<file path="src/rtl/inc_pulse_gen.sv">
// Increment-pulse generator: issues cmd_count single-cycle pulses on inc_out,
// each followed by GAP_CYCLES low cycles, and tracks the expected 2-bit counter value.
module inc_pulse_gen #(
  parameter int CNT_W      = 4,
  parameter int GAP_CYCLES = 1
) (
  input  logic             clk,
  input  logic             rst,
  input  logic             cmd_valid,
  input  logic [CNT_W-1:0] cmd_count,
  output logic             cmd_ready,
  input  logic             abort,
  output logic             inc_out,
  output logic             busy,
  output logic             done,
  output logic [CNT_W-1:0] pulses_left,
  output logic [1:0]       exp_val
);

  typedef enum logic [1:0] {IDLE, PULSE, GAP, DONE} state_e;

  // The gap counter is loaded with GAP_CYCLES-1 so that GAP lasts exactly GAP_CYCLES cycles.
  localparam logic [3:0] GapLoad = 4'(GAP_CYCLES - 1);

  state_e           state_q, state_d;
  logic [3:0]       gapCnt_q, gapCnt_d;
  logic [CNT_W-1:0] pulsesLeft_q, pulsesLeft_d;
  logic [1:0]       expVal_q, expVal_d;
  logic             incOut_q, incOut_d;
  logic             busy_q, busy_d;
  logic             done_q, done_d;
  logic             ready_q, ready_d;

  always_ff @(posedge clk or posedge rst) begin
    if (rst) begin
      state_q      <= IDLE;
      gapCnt_q     <= '0;
      pulsesLeft_q <= '0;
      expVal_q     <= '0;
      incOut_q     <= 1'b0;
      busy_q       <= 1'b0;
      done_q       <= 1'b0;
      ready_q      <= 1'b1;
    end else begin
      state_q      <= state_d;
      gapCnt_q     <= gapCnt_d;
      pulsesLeft_q <= pulsesLeft_d;
      expVal_q     <= expVal_d;
      incOut_q     <= incOut_d;
      busy_q       <= busy_d;
      done_q       <= done_d;
      ready_q      <= ready_d;
    end
  end

  // exp_val advances on every exit from PULSE, aborted or not, since the pulse was already emitted.
  always_comb begin
    state_d      = state_q;
    gapCnt_d     = gapCnt_q;
    pulsesLeft_d = pulsesLeft_q;
    expVal_d     = expVal_q;
    case (state_q)
      IDLE: begin
        if (cmd_valid) begin
          pulsesLeft_d = cmd_count;
          state_d      = (cmd_count == '0) ? DONE : PULSE;
        end
      end
      PULSE: begin
        expVal_d = expVal_q + 2'd1;
        if (abort) begin
          pulsesLeft_d = '0;
          state_d      = IDLE;
        end else begin
          pulsesLeft_d = pulsesLeft_q - CNT_W'(1);
          gapCnt_d     = GapLoad;
          state_d      = GAP;
        end
      end
      GAP: begin
        if (abort) begin
          pulsesLeft_d = '0;
          state_d      = IDLE;
        end else if (gapCnt_q == 4'd0) begin
          state_d = (pulsesLeft_q != '0) ? PULSE : DONE;
        end else begin
          gapCnt_d = gapCnt_q - 4'd1;
        end
      end
      DONE:    state_d = IDLE;
      default: state_d = IDLE;
    endcase
  end

  // Outputs are decoded from the next state and registered alongside it.
  always_comb begin
    incOut_d = (state_d == PULSE);
    busy_d   = (state_d != IDLE);
    done_d   = (state_d == DONE);
    ready_d  = (state_d == IDLE);
  end

  assign cmd_ready   = ready_q;
  assign inc_out     = incOut_q;
  assign busy        = busy_q;
  assign done        = done_q;
  assign pulses_left = pulsesLeft_q;
  assign exp_val     = expVal_q;

endmodule

</file>
<file path="config.mk">
export PLATFORM = sky130hd
export DESIGN_NAME = inc_pulse_gen
export DESIGN_NICKNAME = d
export VERILOG_FILES = /design/src/rtl/inc_pulse_gen.sv
export SDC_FILE = /design/constraint.sdc
export NUM_CORES = 1
export LEC_CHECK = 0
export CELL_PAD_IN_SITES_DETAIL_PLACEMENT = 1
export CELL_PAD_IN_SITES_GLOBAL_PLACEMENT = 1
export CORE_MARGIN = 2
export CORE_UTILIZATION = 36
export CTS_CLUSTER_DIAMETER = 80
export DETAILED_ROUTE_END_ITERATION = 7
export PLACE_DENSITY = 0.72
export SLEW_MARGIN = 30
export SYNTH_ARGS = -nofsm -noshare
export SYNTH_HDL_FRONTEND = slang
export SYNTH_SLANG_ARGS = --single-unit
</file>
<file path="constraint.sdc">
create_clock -name clk -period 4.6 [get_ports clk]
set_clock_uncertainty 0.2 [all_clocks]
set_input_delay 0.69 -clock clk [delete_from_list [all_inputs] [get_ports clk]]
set_output_delay 0.69 -clock clk [all_outputs]
set_load 0.01 [all_outputs]
</file>
* Yosys cells after proc, flatten, opt, wreduce, memory -nomap -nowiden *
Cells that the tools add are included.

word-level totals
  register bits = 16
  latch bits = 0
  bits in writable memories = 0
  memory bits (read-only) = 0
  input port bits = 8
  output and inout bits = 10
  word-level logic and storage cells = 46
  memories = 0

cells by class
  add/sub/neg operators = 3
  multiply operators = 0
  divide/modulo/power cells = 0
  $lt $le $gt $ge = 0
  eq/ne operators = 10
  shift operators = 0
  muxes and demuxes = 15
  bitwise gates (word level) = 0
  reductions and logical operators = 10

operator list
  operator             number
  $mux 4               6
  $mux 2               6
  $pmux 4 s3           1
  $ne 2x2->1 const B   5
  $logic_not 4->1      2
  $pmux 2 s4           1
  $pmux 4 s2           1
  $sub 4x1->4 const B  2
  $eq 2x2->1 const B   3
  $eq 2x1->1 const B   2
  $logic_not 2->1      2
  $reduce_and 4->1     1
  $reduce_bool 2->1    2
  $reduce_bool 4->1    1
  $reduce_and 3->1     1
  $reduce_bool 3->1    1
  $add 2x1->2 const B  1

* Longest topological paths before layout *
  word-level depth = 6
  mapped depth = 6
  mapped depth without buffers = 6

* Worst setup path after synthesis *
Ideal clock, no wire load.

  path type = input to register
  start = in cmd_count[3]
  end = reg incOut_q (netlist: inc_out)
  setup time = 0.118 ns
  arrival time = 1.539 ns
  required time = 4.282 ns
  setup slack = 2.743 ns
  cell stages on the path = 4
  buffers on the path = 0
  cell sequence = o41ai_1 -> o21ai_0 -> a22o_2 -> and2b_1

between the ends
  cells in the longest elaborated chain, start to end = 5

ends and longest elaborated chain
  what                    line  text
  start: declaration      10    input logic [CNT_W-1:0] cmd_count,
  $logic_not 4->1         66    state_d = (cmd_count == '0) ? DONE : PULSE;
  $mux 2                  66
  $mux 2                  64    if (cmd_valid) begin
  $pmux 2 s4              62    case (state_q)
  $eq 2x1->1              97    incOut_d = (state_d == PULSE);
  named net incOut_d      29    logic incOut_q, incOut_d;
  end signal: assignment  49    incOut_q <= incOut_d;
  end: declaration        29

The timed path passes the listed nets, and every way through them passes these cells.
A chain may end at the register's enable or synchronous reset.

* Worst setup path in the final report *
  start = reg ready_q (netlist: cmd_ready)
  end = out cmd_ready

RTL lines
  what                      line  text
  start: declaration        32    logic ready_q, ready_d;
  start signal: assignment  52    ready_q <= ready_d;
  end: declaration          11    output logic cmd_ready,

No word-level cell between the ends.

==> flow_metrics.env <==
export IMPL_drtAntennaViolNets=0
export IMPL_hpwl_um=1590
export IMPL_vias=726
export IMPL_synth_cells=91
export IMPL_ys_top_cells_by_count="dfrtp_1, inv_1, o21ai_0"
export IMPL_cp_cell_sequence="clkdlybuf4s50_1"
export IMPL_hold_buffers=0
export IMPL_power_density_nw_per_um2=597
export IMPL_finalCriticalPeriod_ns=2.26
export IMPL_critPathMaxFanout=1
export IMPL_synth_nets=107
export IMPL_synth_warnings=0
export IMPL_cts_root_buf="clkbuf_4"
export IMPL_track_usage_pct=17.2
export IMPL_layout_nets=129
export IMPL_r2r_slack_ns=2.57
export IMPL_grt_busiest_layer="met2"
export IMPL_hold_viol=0
export IMPL_grt_pass1_wl_um=3650
export IMPL_synth_edf_count=0
export IMPL_cp_start_kind="register"
export IMPL_end_kind="primary output"
export IMPL_initial_utilization_pct=37.3
export IMPL_synth_top_area_share_pct=41.8
export IMPL_grt_max_degree=17
export IMPL_dieArea_um2=2910
export IMPL_drtIter0Drc=6
export IMPL_gp_congestion=0.745
export IMPL_fin_worst_hold_slack_ns=0.305
export IMPL_crit_arrival_ns=1.37
export IMPL_fin_setup_tns_ns=0
export IMPL_ctsResizeCount=0
export IMPL_num_rows=18
export IMPL_total_power_uw=681
export IMPL_use_met1_pct=22.4
export IMPL_clkTransAtPathRegs_ns=0.10
export IMPL_final_area_um2=1140
export IMPL_timing_rr_start="state_q[0]$_DFF_PP0_"
export IMPL_die_height_um=54.0
export IMPL_path_buf_inv=1
export IMPL_tritoncts="built"
export IMPL_ys_flop_type="dfrtp_1"
export IMPL_path_class="reg2out"
export IMPL_cellLeakagePower_uw=0.000529
export IMPL_synth_area_leaders="dfrtp_1, ha_1, o21ai_0"
export IMPL_slowest_delay_ns=0.54
export IMPL_post_synth_top_count_cell="dfrtp_1"
export IMPL_placed_area_um2=1110
export IMPL_n_antenna_cell=0
export IMPL_path_delay_family="flip-flops"
export IMPL_slew_violations=0
export IMPL_peakVddDrop_uv=321
export IMPL_drive_gt1_share_pct=7.14
export IMPL_setup_viol=0
export IMPL_htreeDepth=1
export IMPL_via_per_inst=5.11
export IMPL_routedWlPerCell_um=14.4
export IMPL_grt_use_met2_pct=28.9
export IMPL_yosysTopAreaCell="dfrtp_1"
export IMPL_min_to="exp_val[1]$_DFFE_PP0N_"
export IMPL_cts_sinks=16
export IMPL_insertion_delay_ns=0.29
export IMPL_ys_async_sr_fraction_pct=100
export IMPL_path_depth=1
export IMPL_syn2layout_area_growth_pct=27.2
export IMPL_slowest_stage="dfstp_2"
export IMPL_drc=0
export IMPL_io_buffers=17
export IMPL_r2r_end="inc_out$_DFF_PP0_"
export IMPL_hp_class="reg2reg"
export IMPL_maxCapViolCount=0
export IMPL_synth_cell_types=32
export IMPL_clock_path_buffers=2
export IMPL_hp_start="exp_val[1]$_DFFE_PP0N_"
export IMPL_synth_seq_cells=16
export IMPL_use_met3_pct=3.89
export IMPL_worst_ep_required_time_ns=3.71
export IMPL_firstDrtPassIters=4
export IMPL_io_pin_count=18
export IMPL_whs_path_depth=1
export IMPL_antenna_found_initial=0
export IMPL_core_area_um2=2410
export IMPL_fin_crit_sh_pct=49.0
export IMPL_routed_wirelength_um=2040
export IMPL_reg2regPathDepth=6
export IMPL_synth_area_um2=898
export IMPL_rsz0062_at_grt="no"
export IMPL_fmax_mhz=443
export IMPL_ys_seq_area_share_pct=44.7
export IMPL_die_x_um=54.0
export IMPL_grt_overflow=0
export IMPL_syn_avg_cell_area_um2=9.87
export IMPL_worstMarginPinSlew_ns=0.607
export IMPL_status="complete, no violations"
export IMPL_cts_buffers=3
export IMPL_max_slew_margin_rel_pct=59.5
export IMPL_postCtsSetupRepairBufs=0
export IMPL_grt_pass1_vias=781
kinds of logic (layout without fill, tap and decap cells):
logic type | count (synthesis) | after routing | synth area share, %
simple gates | 29 | 29 | 18.7
compound gates | 25 | 25 | 18.9
flops | 16 | 16 | 44.7
buf+inv | 11 | 32 | 4.60
fa+ha+maj | 8 | 8 | 11.1
xor+xnor | 2 | 2 | 1.95
cell type report:
| cell class | instances | area (um^2) |
|---|---|---|
| Fill cell | 276 | 1270 |
| Multi-Input combinational cell | 64 | 455 |
| Timing Repair Buffer | 17 | 170 |
| Inverter | 11 | 41.3 |
| Clock buffer | 4 | 36.3 |
| Sequential cell | 16 | 402 |
| Tap cell | 30 | 37.5 |
placed cells by master (no fill, tap or decap), types with 2 or more instances in the layout:
master / instances
a22o_1: 3
nand2_1: 7
or3_1: 2
nor2_1: 4
o21ai_0: 9
nor2b_1: 6
ha_1: 8
clkbuf_4: 3
dfrtp_1: 15
clkdlybuf4s50_1: 17
o22ai_1: 2
inv_1: 11
a21oi_1: 3
metal layers:
| layer | vias to the layer above | share of wire [%] |
|---|---|---|
| li1 | 359 | - |
| met1 | 353 | 47 |
| met2 | 10 | 49 |
| met3 | 4 | 2.5 |
| met4 | 0 | 0.83 |
| met5 | - | 0 |
per-stage QoR:
step	util [%]	setup slack (ns)	std cells
3_5_place_dp	45.9	2.15	138
6_report	47.4	2.34	142
2_1_floorplan	-	2.74	91
3_3_place_gp	45.9	2.19	138
4_1_cts	47.4	2.33	142
5_1_grt	47.4	2.31	142
state kept, by name, summed over array words and instances (netlist names):
name and cells:
gapCnt_q 4, pulses_left 4, exp_val 2, state_q 2, busy 1, cmd_ready 1, done 1, inc_out 1
worst reg2reg max path, cell delays in order, from the launching register on:
cell and delay, ns:
dfrtp_1 0.43, inv_1 0.12, ha_1 0.28, nor2b_1 0.31, a311oi_2 0.14, a22o_2 0.29, and2b_1 0.16
where the power goes:
| group | internal (uW) | leakage [uW] | switching, uW |
|---|---|---|---|
| registers | 195 | 0.000202 | 39.3 |
| clock network | 48.2 | 0.0000210 | 47.0 |
| logic | 169 | 0.000306 | 184 |
worst max-delay path by stage:
stage                        startpoint                    endpoint  slack [ns]
finish              cmd_ready$_DFF_PP1_                   cmd_ready        2.34
global route        cmd_ready$_DFF_PP1_                   cmd_ready        2.31
CTS                 cmd_ready$_DFF_PP1_                   cmd_ready        2.33
detailed placement                abort  pulses_left[1]$_DFFE_PP0P_        2.15
global placement           cmd_count[3]           inc_out$_DFF_PP0_        2.19
floorplan                  cmd_count[3]           inc_out$_DFF_PP0_        2.74
No activity file was read; power rests on OpenSTA's default activity.
